`config.mk`:
```
export PLATFORM = sky130hd
export DESIGN_NAME = jpc_ifetch_flat
export DESIGN_NICKNAME = d
export VERILOG_FILES = /design/src/rtl/jpc_ifetch_if.sv /design/src/rtl/jpc_ifetch.sv /design/src/flat_wrapper.sv
export SDC_FILE = /design/constraint.sdc
export NUM_CORES = 1
export LEC_CHECK = 0
export CORE_MARGIN = 5
export CORE_UTILIZATION = 45
export CTS_BUF_LIST = sky130_fd_sc_hd__clkbuf_8
export DETAILED_ROUTE_END_ITERATION = 7
export PLACE_DENSITY = 0.95
export REMOVE_ABC_BUFFERS = 1
export SYNTH_ARGS = -nofsm -noshare
export SYNTH_HDL_FRONTEND = slang
export SYNTH_SLANG_ARGS = --single-unit
```
`constraint.sdc`:
```
create_clock -name clk -period 7.6 [get_ports clk]
set_clock_uncertainty 0.2 [all_clocks]
set_input_delay 1.52 -clock clk [delete_from_list [all_inputs] [get_ports clk]]
set_output_delay 1.52 -clock clk [all_outputs]
set_load 0.005 [all_outputs]
```
`src/rtl/jpc_ifetch_if.sv`:
```
// Fetch-side bundle: PC handshake with jpc_pc, instruction-memory bus and
// the decode-facing instruction buffer.
interface jpc_ifetch_if #(
    parameter int unsigned ADDR_W  = 32,
    parameter int unsigned INSTR_W = 32
);
    logic [ADDR_W-1:0]  pc_I;
    logic [ADDR_W-1:0]  next_pc_O;
    logic               pc_enable_O;
    logic               redirect_I;
    logic [ADDR_W-1:0]  redirect_pc_I;
    logic               imem_req_O;
    logic [ADDR_W-1:0]  imem_addr_O;
    logic               imem_gnt_I;
    logic               imem_rvalid_I;
    logic [INSTR_W-1:0] imem_rdata_I;
    logic               instr_valid_O;
    logic [INSTR_W-1:0] instr_O;
    logic [ADDR_W-1:0]  instr_pc_O;
    logic               instr_ready_I;

    // Fetch unit side
    modport master (
        input  pc_I, redirect_I, redirect_pc_I, imem_gnt_I, imem_rvalid_I,
               imem_rdata_I, instr_ready_I,
        output next_pc_O, pc_enable_O, imem_req_O, imem_addr_O,
               instr_valid_O, instr_O, instr_pc_O
    );

    // Environment side (jpc_pc, memory, decode)
    modport slave (
        output pc_I, redirect_I, redirect_pc_I, imem_gnt_I, imem_rvalid_I,
               imem_rdata_I, instr_ready_I,
        input  next_pc_O, pc_enable_O, imem_req_O, imem_addr_O,
               instr_valid_O, instr_O, instr_pc_O
    );
endinterface

```
`src/rtl/jpc_ifetch.sv`:
```
// Instruction fetch: one outstanding memory request, 1-entry decode buffer,
// next-PC control back into jpc_pc with redirect squashing.
module jpc_ifetch #(
    parameter int unsigned ADDR_W  = 32,
    parameter int unsigned INSTR_W = 32,
    parameter int unsigned PC_INC  = 4
) (
    input logic          clk,
    input logic          rst,
    jpc_ifetch_if.master bus
);
    localparam logic [ADDR_W-1:0] INC = ADDR_W'(PC_INC);

    typedef enum logic {S_REQ, S_WAIT} state_t;

    state_t             state;
    logic               drop;
    logic [ADDR_W-1:0]  pend_pc;
    logic               instr_valid;
    logic [INSTR_W-1:0] instr;
    logic [ADDR_W-1:0]  instr_pc;

    logic               can_issue;
    logic               req;
    logic               grant;
    logic [ADDR_W-1:0]  pc_plus;

    // Request/PC control; request and enable are gated off while reset is held
    always_comb begin
        can_issue = !instr_valid || bus.instr_ready_I;
        req       = rst && (state == S_REQ) && can_issue;
        grant     = req && bus.imem_gnt_I;
        pc_plus   = bus.pc_I + INC;

        bus.imem_req_O  = req;
        bus.imem_addr_O = bus.pc_I;
        if (!rst) begin
            bus.pc_enable_O = 1'b0;
            bus.next_pc_O   = pc_plus;
        end else if (bus.redirect_I) begin
            bus.pc_enable_O = 1'b1;
            bus.next_pc_O   = bus.redirect_pc_I;
        end else begin
            bus.pc_enable_O = grant;
            bus.next_pc_O   = pc_plus;
        end
        bus.instr_valid_O = instr_valid;
        bus.instr_O       = instr;
        bus.instr_pc_O    = instr_pc;
    end

    // Fetch FSM and decode buffer; redirect clearing is applied last so it
    // overrides both a same-cycle load and the consume path
    always_ff @(posedge clk or negedge rst) begin
        if (!rst) begin
            state       <= S_REQ;
            drop        <= 1'b0;
            pend_pc     <= '0;
            instr_valid <= 1'b0;
            instr       <= '0;
            instr_pc    <= '0;
        end else begin
            if (instr_valid && bus.instr_ready_I) begin
                instr_valid <= 1'b0;
            end
            case (state)
                S_REQ: begin
                    if (grant) begin
                        pend_pc <= bus.pc_I;
                        drop    <= bus.redirect_I;
                        state   <= S_WAIT;
                    end
                end
                S_WAIT: begin
                    if (bus.imem_rvalid_I) begin
                        if (!drop && !bus.redirect_I) begin
                            instr       <= bus.imem_rdata_I;
                            instr_pc    <= pend_pc;
                            instr_valid <= 1'b1;
                        end
                        drop  <= 1'b0;
                        state <= S_REQ;
                    end else if (bus.redirect_I) begin
                        drop <= 1'b1;
                    end
                end
                default: state <= S_REQ;
            endcase
            if (bus.redirect_I) begin
                instr_valid <= 1'b0;
            end
        end
    end
endmodule

```
`src/flat_wrapper.sv`:
```
// flat-port wrapper written by rule: the top's interface ports become plain ports
module jpc_ifetch_flat 
#(
    parameter int unsigned ADDR_W  = 32,
    parameter int unsigned INSTR_W = 32,
    parameter int unsigned PC_INC  = 4
)
  (clk, rst, bus_pc_I, bus_redirect_I, bus_redirect_pc_I, bus_imem_gnt_I, bus_imem_rvalid_I, bus_imem_rdata_I, bus_instr_ready_I, bus_next_pc_O, bus_pc_enable_O, bus_imem_req_O, bus_imem_addr_O, bus_instr_valid_O, bus_instr_O, bus_instr_pc_O);
  jpc_ifetch_if #(.ADDR_W(ADDR_W), .INSTR_W(INSTR_W)) bus_i ();
  input logic clk;
  input logic rst;
  input wire logic [$bits(bus_i.pc_I)-1:0] bus_pc_I;
  input wire logic [$bits(bus_i.redirect_I)-1:0] bus_redirect_I;
  input wire logic [$bits(bus_i.redirect_pc_I)-1:0] bus_redirect_pc_I;
  input wire logic [$bits(bus_i.imem_gnt_I)-1:0] bus_imem_gnt_I;
  input wire logic [$bits(bus_i.imem_rvalid_I)-1:0] bus_imem_rvalid_I;
  input wire logic [$bits(bus_i.imem_rdata_I)-1:0] bus_imem_rdata_I;
  input wire logic [$bits(bus_i.instr_ready_I)-1:0] bus_instr_ready_I;
  output wire logic [$bits(bus_i.next_pc_O)-1:0] bus_next_pc_O;
  output wire logic [$bits(bus_i.pc_enable_O)-1:0] bus_pc_enable_O;
  output wire logic [$bits(bus_i.imem_req_O)-1:0] bus_imem_req_O;
  output wire logic [$bits(bus_i.imem_addr_O)-1:0] bus_imem_addr_O;
  output wire logic [$bits(bus_i.instr_valid_O)-1:0] bus_instr_valid_O;
  output wire logic [$bits(bus_i.instr_O)-1:0] bus_instr_O;
  output wire logic [$bits(bus_i.instr_pc_O)-1:0] bus_instr_pc_O;
  assign bus_i.pc_I = bus_pc_I;
  assign bus_i.redirect_I = bus_redirect_I;
  assign bus_i.redirect_pc_I = bus_redirect_pc_I;
  assign bus_i.imem_gnt_I = bus_imem_gnt_I;
  assign bus_i.imem_rvalid_I = bus_imem_rvalid_I;
  assign bus_i.imem_rdata_I = bus_imem_rdata_I;
  assign bus_i.instr_ready_I = bus_instr_ready_I;
  assign bus_next_pc_O = bus_i.next_pc_O;
  assign bus_pc_enable_O = bus_i.pc_enable_O;
  assign bus_imem_req_O = bus_i.imem_req_O;
  assign bus_imem_addr_O = bus_i.imem_addr_O;
  assign bus_instr_valid_O = bus_i.instr_valid_O;
  assign bus_instr_O = bus_i.instr_O;
  assign bus_instr_pc_O = bus_i.instr_pc_O;
  jpc_ifetch #(.ADDR_W(ADDR_W), .INSTR_W(INSTR_W), .PC_INC(PC_INC)) u_core (.clk(clk), .rst(rst), .bus(bus_i));
endmodule
```
==> results of run 1 <==
path summary, 6_finish.rpt:
path / start / to
min: u_core.pend_pc[21] / u_core.pend_pc[21]
min in group asynchronous: rst / u_core.bus.instr_O[22]
max in group asynchronous: rst / u_core.bus.instr_pc_O[5]
min reg2reg: u_core.pend_pc[21] / u_core.pend_pc[21]
max reg2reg: u_core.bus.instr_valid_O / u_core.pend_pc[31]
max: bus_pc_I[10] / bus_next_pc_O[31]
power by group through the flow:
stage / sequential (mW) / combinational (mW) / clock, mW
2_1_floorplan: 0.843 / 0.224 / 0
3_3_place_gp: 0.830 / 0.728 / 0
3_5_place_dp: 0.847 / 0.748 / 0
4_1_cts: 0.839 / 0.752 / 0.318
5_1_grt: 0.864 / 0.788 / 0.339
6_report: 0.836 / 0.737 / 0.309
cell usage in the layout, fill, tap and decap left out, types with 4 or more instances in the layout:
| cell | instances |
|---|---|
| dfrtp_1 | 99 |
| clkdlybuf4s50_1 | 231 |
| nor4_1 | 5 |
| nor2_1 | 32 |
| clkbuf_8 | 9 |
| xor2_1 | 5 |
| inv_1 | 9 |
| mux2_2 | 93 |
| a21oi_1 | 28 |
| nor3_1 | 8 |
| nand2_1 | 15 |
| o21ai_0 | 8 |
| buf_4 | 4 |
| nand4_1 | 5 |
| nand3_1 | 13 |
| xnor2_1 | 21 |
per-layer routing:
metal / share of wire / vias up / track usage
met5: 0 / - / 0
met4: 0.016 / 0 / 0.0689
met3: 0.079 / 18 / 0.0535
met2: 0.52 / 177 / 0.359
met1: 0.38 / 1822 / 0.232
li1: - / 1792 / -
worst max-delay path: cells and delay by family:
| kind | cells | cell delay [ns] |
|---|---|---|
| simple gates | 5 | 1.81 |
| buf+inv | 2 | 1.17 |
Yosys cell counts, types with 2 or more instances:
cell,number,area (um2)
nor3_1,9,45.0
and4_1,2,17.5
xnor2_1,21,184
nor2_1,32,120
buf_1,3,11.3
inv_1,8,30.0
clkbuf_1,16,60.1
dfrtp_1,99,2480
and3_1,2,12.5
o21ai_0,8,40.0
nand4_1,5,31.3
xor2_1,5,43.8
nand2_1,17,63.8
a21oi_1,28,140
mux2_2,93,1050
nand3_1,13,65.1
buf_4,32,240
nor4_1,5,31.3
final cells by class:
| type | count | share of cell area |
|---|---|---|
| multi-input cells | 253 | 0.276 |
| well taps | 136 | 0.0238 |
| repair buffers | 235 | 0.327 |
| clock inverters | 4 | 0.00646 |
| clock buffers | 9 | 0.0173 |
| inverters | 8 | 0.00419 |
| flip-flops and latches | 99 | 0.346 |
kinds of logic after synthesis:
group	Yosys count
multiplexers	93
AO/OA/AOI/OAI	40
adder cells (fa/ha/maj)	1
XOR/XNOR	26
AND/OR/NAND/NOR	93
flip-flops	99
buffers and inverters	60
stage by stage:
stage | cells | total power, mW | setup slack (ns) | cell area, um2 | hold slack (ns)
5_1_grt | 744 | 1.99 | 1.28 | 7160 | 0.320
6_report | 744 | 1.88 | 1.36 | 7160 | 0.290
3_5_place_dp | 731 | 1.60 | 1.35 | 6990 | 0.271
3_3_place_gp | 731 | 1.56 | 1.39 | 6990 | 0.257
2_1_floorplan | 360 | 1.07 | 0.646 | 4470 | 0.244
4_1_cts | 744 | 1.91 | 1.36 | 7160 | 0.292
state kept, by name, summed over array words and instances, names as in the netlist:
signal / flops
u_core.bus.instr_O: 32
u_core.bus.instr_pc_O: 32
u_core.bus.instr_valid_O: 1
u_core.drop: 1
u_core.pend_pc: 32
u_core.state: 1
==> impl_results.md, run 1 <==
* Sequential power share at 0.444
* RSZ-0062 raised after global routing: no
* Register Area at 2480 um2
* Yosys warnings at 0
* Via-to-Cell Ratio at 5.12
* Root Driver: clkbuf_8
* Cells after Synth at 412
* Portion of netlist area occupied by mux cells at 0.218
* Delay of the slowest cell on the worst path at ~0.66 ns
* Worst vdd ir at 0.000134 V
* Final period utilization at 0.821
* Main synth FF type: dfrtp_1
* Final nets at 709
* First-pass GRT wire length at 20400 um
* H-tree depth at 3
* Tot GR Track Use at 0.201
* Post-synthesis to final-layout area growth at 49.4%
* Xor/xnor share of the synthesized area at 0.0475
* Slew headroom at 0.247
* Via count at 3809
* Data arrival, critical path at 4.52 ns
* Register area share after synthesis at 0.517
* # IOs at 233
* Share of cells above drive strength 1 at 0.191
* Total grt overflow at 0
* Routability cong. at 0.839
* Post-CTS Resized at 0
* Most frequent CP cell: clkdlybuf4s50_1
* Post-DRT Antenna Nets at 0
* FP Rows at 37
* Skew-Pair Late Insertion Delay at about 0.35 ns
* Post-Synth Simple-Gate Area at 0.0973
* Die area at 12800 um2
* Switching Fraction at 0.262
* Register bit count reported by yosys at 99
* Combinational Power Share at 0.391
* Register-to-Register Path Depth at 4
* Util after Layout at 0.691
* Crit path cell chain: clkdlybuf4s50_1 > nand4_4 > or4_4 > or3_4 > or4b_1 > nand3_1 > clkdlybuf4s50_1
* Post-layout min period at 6.24 ns
* Clock Power Share at 0.164
* DRC errors left at 0
* Hold Vio Cnt, Final at 0
* CTS tree: done
* Compound-Gate Fraction of Synth Area at 0.0438
* Worst-path cell with the longest stage delay: clkdlybuf4s50_1
* Net Switching at between 0.4 and 0.5 mW
* Dpl hpwl at 10200 um
* Sinks on Clock Net at 99
* Die height at 113 um
* Clock Tree Buf Depth at 2
* Internal power at 1.39 mW
* Initial DRC Count at 99
* Antenna violations before repair at 0
* Synthesized area per cell at 11.6 um2
* Kind of critical path: in -> out
* # port buffers at 232
* Worst-Margin Slew at 1.13 ns
* Avg WL per Cell at 17.8 um
* CTS buffer count at 9
* Max FO, Critical Path at 10
* Pleak at 2.88 nW
* Hold buffer count at cts at 0
* Clk pin slew, worst setup/hold paths at 0.09 ns
* Diodes inserted at 0
* Ys async rst share at 1.00
* Crit path capture type: primary output
* Starting Density at 0.462
* Setup TNS at 0 ns
* Largest family of logic cells by synthesized area: multiplexers
* EDFF count, synth at 0
* Max frequency at about 0.16 GHz
* Worst R2R Setup Slack at 5.22 ns
* Vias in the first global route at 4016
* Pre-antenna DRT Iters at 4
* Core area at ~10000 um2
* Startpoint types: input pin
* Max-cap violations at 0
* Post-Synth Adder-Cell Area at 0.00261
* Max Transition Viols Final at 0
* Final setup fails at 0
* Area taken by multi-input logic gates at between 1500 and 2000 um2
* Status: completed
* # fillers at 770
* Hold crit path type: reg -> reg
* PD cells at 263 nW/um2
* WL final at 13300 um
* Worst Hold Depth at 2
* Worst EP required at 5.88 ns
* Synth unique cells at 32
* Setup Fix Bufs, Post-CTS at 0
* Die width at 113 um
* Synth Cell Area at ~4800 um2
* Pin count of the biggest net entering global routing at 63
Power figures use the tool's default switching activity.
==> run 2, diff against run 1 <==
--- a/config.mk
+++ b/config.mk
@@ -6,10 +6,10 @@
 export NUM_CORES = 1
 export LEC_CHECK = 0
 export CORE_MARGIN = 5
-export CORE_UTILIZATION = 45
+export CORE_UTILIZATION = 42
 export CTS_BUF_LIST = sky130_fd_sc_hd__clkbuf_8
 export DETAILED_ROUTE_END_ITERATION = 7
-export PLACE_DENSITY = 0.95
+export PLACE_DENSITY = 0.93
 export REMOVE_ABC_BUFFERS = 1
 export SYNTH_ARGS = -nofsm -noshare
 export SYNTH_HDL_FRONTEND = slang
==> constraint.sdc (replaced) <==
create_clock -name clk -period 6.42 [get_ports clk]
set_clock_uncertainty 0.2 [all_clocks]
set_input_delay 1.284 -clock clk [delete_from_list [all_inputs] [get_ports clk]]
set_output_delay 1.284 -clock clk [all_outputs]
set_load 0.005 [all_outputs]
==> run 2 against run 1 <==
Against the previous run:
- critical path depth stayed put
- register-to-register slack got worse by 0.73 ns
- total power grew 18%
- non-clock buffer count grew 3
- clock-buffer cell count up 1
- hold slack worse by 0.0081 ns
- cell count is 1.7% higher
- critical endpoint unchanged
- largest power group unchanged
==> impl_results.md, run 2 (synthesized netlist as in run 1, its figures left out) <==
* Post-layout min period at 5.75 ns
* Delay of the slowest cell on the worst path at 0.64 ns (-0.02 ns)
* Status: completed
* Via count at 3833 (+0.63%)
* Worst-path cell with the longest stage delay: clkdlybuf4s50_1
* Clk pin slew, worst setup/hold paths at 0.09 ns (about the same)
* Antenna violations before repair at 0 (unchanged)
* Data arrival, critical path at 4.27 ns (-0.25 ns)
* Max frequency at 0.174 GHz
* Diodes inserted at 0 (unchanged)
* Share of cells above drive strength 1 at 0.200 (+0.00954)
* Vias in the first global route at 4040 (+0.60%)
* Total grt overflow at 0 (unchanged)
* PD cells at 308 nW/um2 (+17%)
* Hold buffer count at cts at 0 (unchanged)
* Setup Fix Bufs, Post-CTS at 0 (unchanged)
* Crit path cell chain: clkdlybuf4s50_1 > nand4_4 > or4_4 > or3_4 > or4b_1 > nand3_1 > clkdlybuf4s50_1
* Tot GR Track Use at 0.195 (-0.00623)
* Avg WL per Cell at 17.6 um (-0.98%)
* WL final at 13400 um (+0.75%)
* Final period utilization at 0.896
* Dpl hpwl at 10300 um (+1.3%)
* Util after Layout at 0.636 (-0.0546)
* Post-route cell area at 7200 um2 (+0.54%)
* Dpl ws at 0.655 ns (-0.699 ns)
* Final nets at 712 (+0.42%)
* Kind of critical path: in -> out
* Net Switching at 0.594 mW (+21%)
* Final setup fails at 0 (unchanged)
* Die height at 117 um (+3.2%)
* Pleak at 2.90 nW (+0.60%)
* Hold Vio Cnt, Final at 0 (unchanged)
* Max-cap violations at 0 (unchanged)
* Hold slack final at 0.282 ns (-0.00807 ns)
* Die width at 117 um (+3.2%)
* # IOs at 233 (unchanged)
* Buffers plus inverters on the worst setup path at 2 (unchanged)
* CTS tree: done
* Root Driver: clkbuf_8
* Most frequent CP cell: clkdlybuf4s50_1
* Combinational Power Share at 0.393 (+0.002)
* Final non-filler cell total at 757 (+1.7%)
* Initial DRC Count at 105 (+6.1%)
* Die area at 13700 um2 (+6.5%)
* H-tree depth at 3 (unchanged)
* Pin count of the biggest net entering global routing at 66 (+4.8%)
* Routability cong. at 0.870 (+3.7%)
* Most common cell after layout, fill and taps aside: clkdlybuf4s50_1
* Most frequent cells in the layout: clkdlybuf4s50_1, dfrtp_1, mux2_2
* Worst vdd ir at 0.000180 V (+35%)
* Clock Power Share at 0.161 (-0.003)
* Placed Cells at 741 (+1.4%)
* CTS buffer count at 9 (unchanged)
* Post-DRT Antenna Nets at 0 (unchanged)
* Worst Slack Setup Final at 0.670 ns (-0.690 ns)
* Post-CTS Resized at 0 (unchanged)
* Max Transition Viols Final at 0 (unchanged)
* Worst-Margin Slew at 0.789 ns (-0.337 ns)
* Slew headroom at 0.474 (+0.227)
* Internal power at 1.62 mW (+17%)
* Skew-Pair Late Insertion Delay at 0.36 ns (about the same)
* FP Rows at 39 (+5.4%)
* First-pass GRT wire length at 20400 um (-0.20%)
* Startpoint types: input pin
* RSZ-0062 raised after global routing: no
* Pre-antenna DRT Iters at 4 (unchanged)
* Core area at 11300 um2 (+9.2%)
* Switching Fraction at 0.268 (+0.00590)
* Sequential power share at 0.446 (+0.002)
* CP top delay family: simple AND/OR/NAND/NOR gates
* Post-synthesis to final-layout area growth at 50.2%
* Placement Cell Area at 7030 um2 (+0.45%)
* Worst EP required at 4.94 ns (-0.94 ns)
* # port buffers at 232 (unchanged)
* Via-to-Cell Ratio at 5.06 (-1.1%)
* Hold crit path type: reg -> reg
* Crit path capture type: primary output
* Max FO, Critical Path at 10 (unchanged)
* Sinks on Clock Net at 99 (unchanged)
* Starting Density at 0.424 (-0.0388)
* DRC errors left at 0 (unchanged)
* Clock Tree Buf Depth at 2 (unchanged)
## run 2: cell types whose count changed in the layout (fill, tap and decap cells not counted)
cell and change:
inv_6 +1, clkinv_4 +1, clkinv_2 +2, inv_1 -1
buf_4 +3, bufinv_16 -1, clkbuf_8 +1
## run 2: path summary, 6_finish.rpt
check | start | endpoint | slack [ns] | depth (start not counted)
max | bus_pc_I[11] | bus_next_pc_O[31] | 0.67 | 7
min | u_core.pend_pc[9] | u_core.pend_pc[9] | 0.28 | 2
max reg2reg | u_core.bus.instr_valid_O | u_core.drop | 4.49 | 6
min reg2reg | u_core.pend_pc[9] | u_core.pend_pc[9] | 0.28 | 2
max in group asynchronous | rst | u_core.pend_pc[11] | 4.20 | 2
min in group asynchronous | rst | u_core.bus.instr_O[30] | 0.68 | 1
## run 2: stage by stage
stage / power (mW) / setup TNS (ns)
final: 2.22 / 0
after global routing: 2.36 / 0
after CTS: 2.25 / 0
after detailed placement: 1.89 / 0
after global placement: 1.85 / 0
after floorplan: 1.26 / -19.05
## run 2: power by group through the flow
stage | Combinational [mW] | Clock, mW | Sequential (mW)
5_1_grt | 0.941 | 0.401 | 1.02
3_3_place_gp | 0.864 | 0 | 0.984
4_1_cts | 0.891 | 0.373 | 0.991
2_1_floorplan | 0.265 | 0 | 0.998
3_5_place_dp | 0.887 | 0 | 1.00
6_report | 0.872 | 0.358 | 0.988
## run 2: worst reg2reg max path, delay by kind of cell (launching register included)
family                 cells  cell delay, ns
buffers and inverters      1            0.44
AOI/OAI and AO/OA          2            0.43
and+or+nand+nor            3            0.41
DFF                        1            0.35
## run 2: metal layers
layer,track usage,share of wire,vias to the layer above,wire length (um)
met2,0.346,0.51,182,6790
met1,0.216,0.37,1842,4880
met5,0,0,-,0
met4,0.0818,0.023,0,310
met3,0.0591,0.10,21,1370
li1,-,-,1788,-
## run 2: area by class of cell
| class | count | area (um2) |
|---|---|---|
| Timing Repair Buffer | 238 | 2360 |
| Fill cell | 894 | 4120 |
| Multi-Input combinational cell | 253 | 1970 |
| Tap cell | 143 | 179 |
| Clock buffer | 10 | 138 |
| Inverter | 8 | 30.0 |
| Sequential cell | 99 | 2480 |
| Clock inverter | 6 | 40.0 |
==> run 3, diff against run 2 <==
--- a/config.mk
+++ b/config.mk
@@ -11,6 +11,7 @@
 export DETAILED_ROUTE_END_ITERATION = 7
 export PLACE_DENSITY = 0.93
 export REMOVE_ABC_BUFFERS = 1
+export SETUP_SLACK_MARGIN = 0.05
 export SYNTH_ARGS = -nofsm -noshare
 export SYNTH_HDL_FRONTEND = slang
 export SYNTH_SLANG_ARGS = --single-unit
==> results of run 3 <==
Final layout, timing and power as in run 2 (identical DEF).
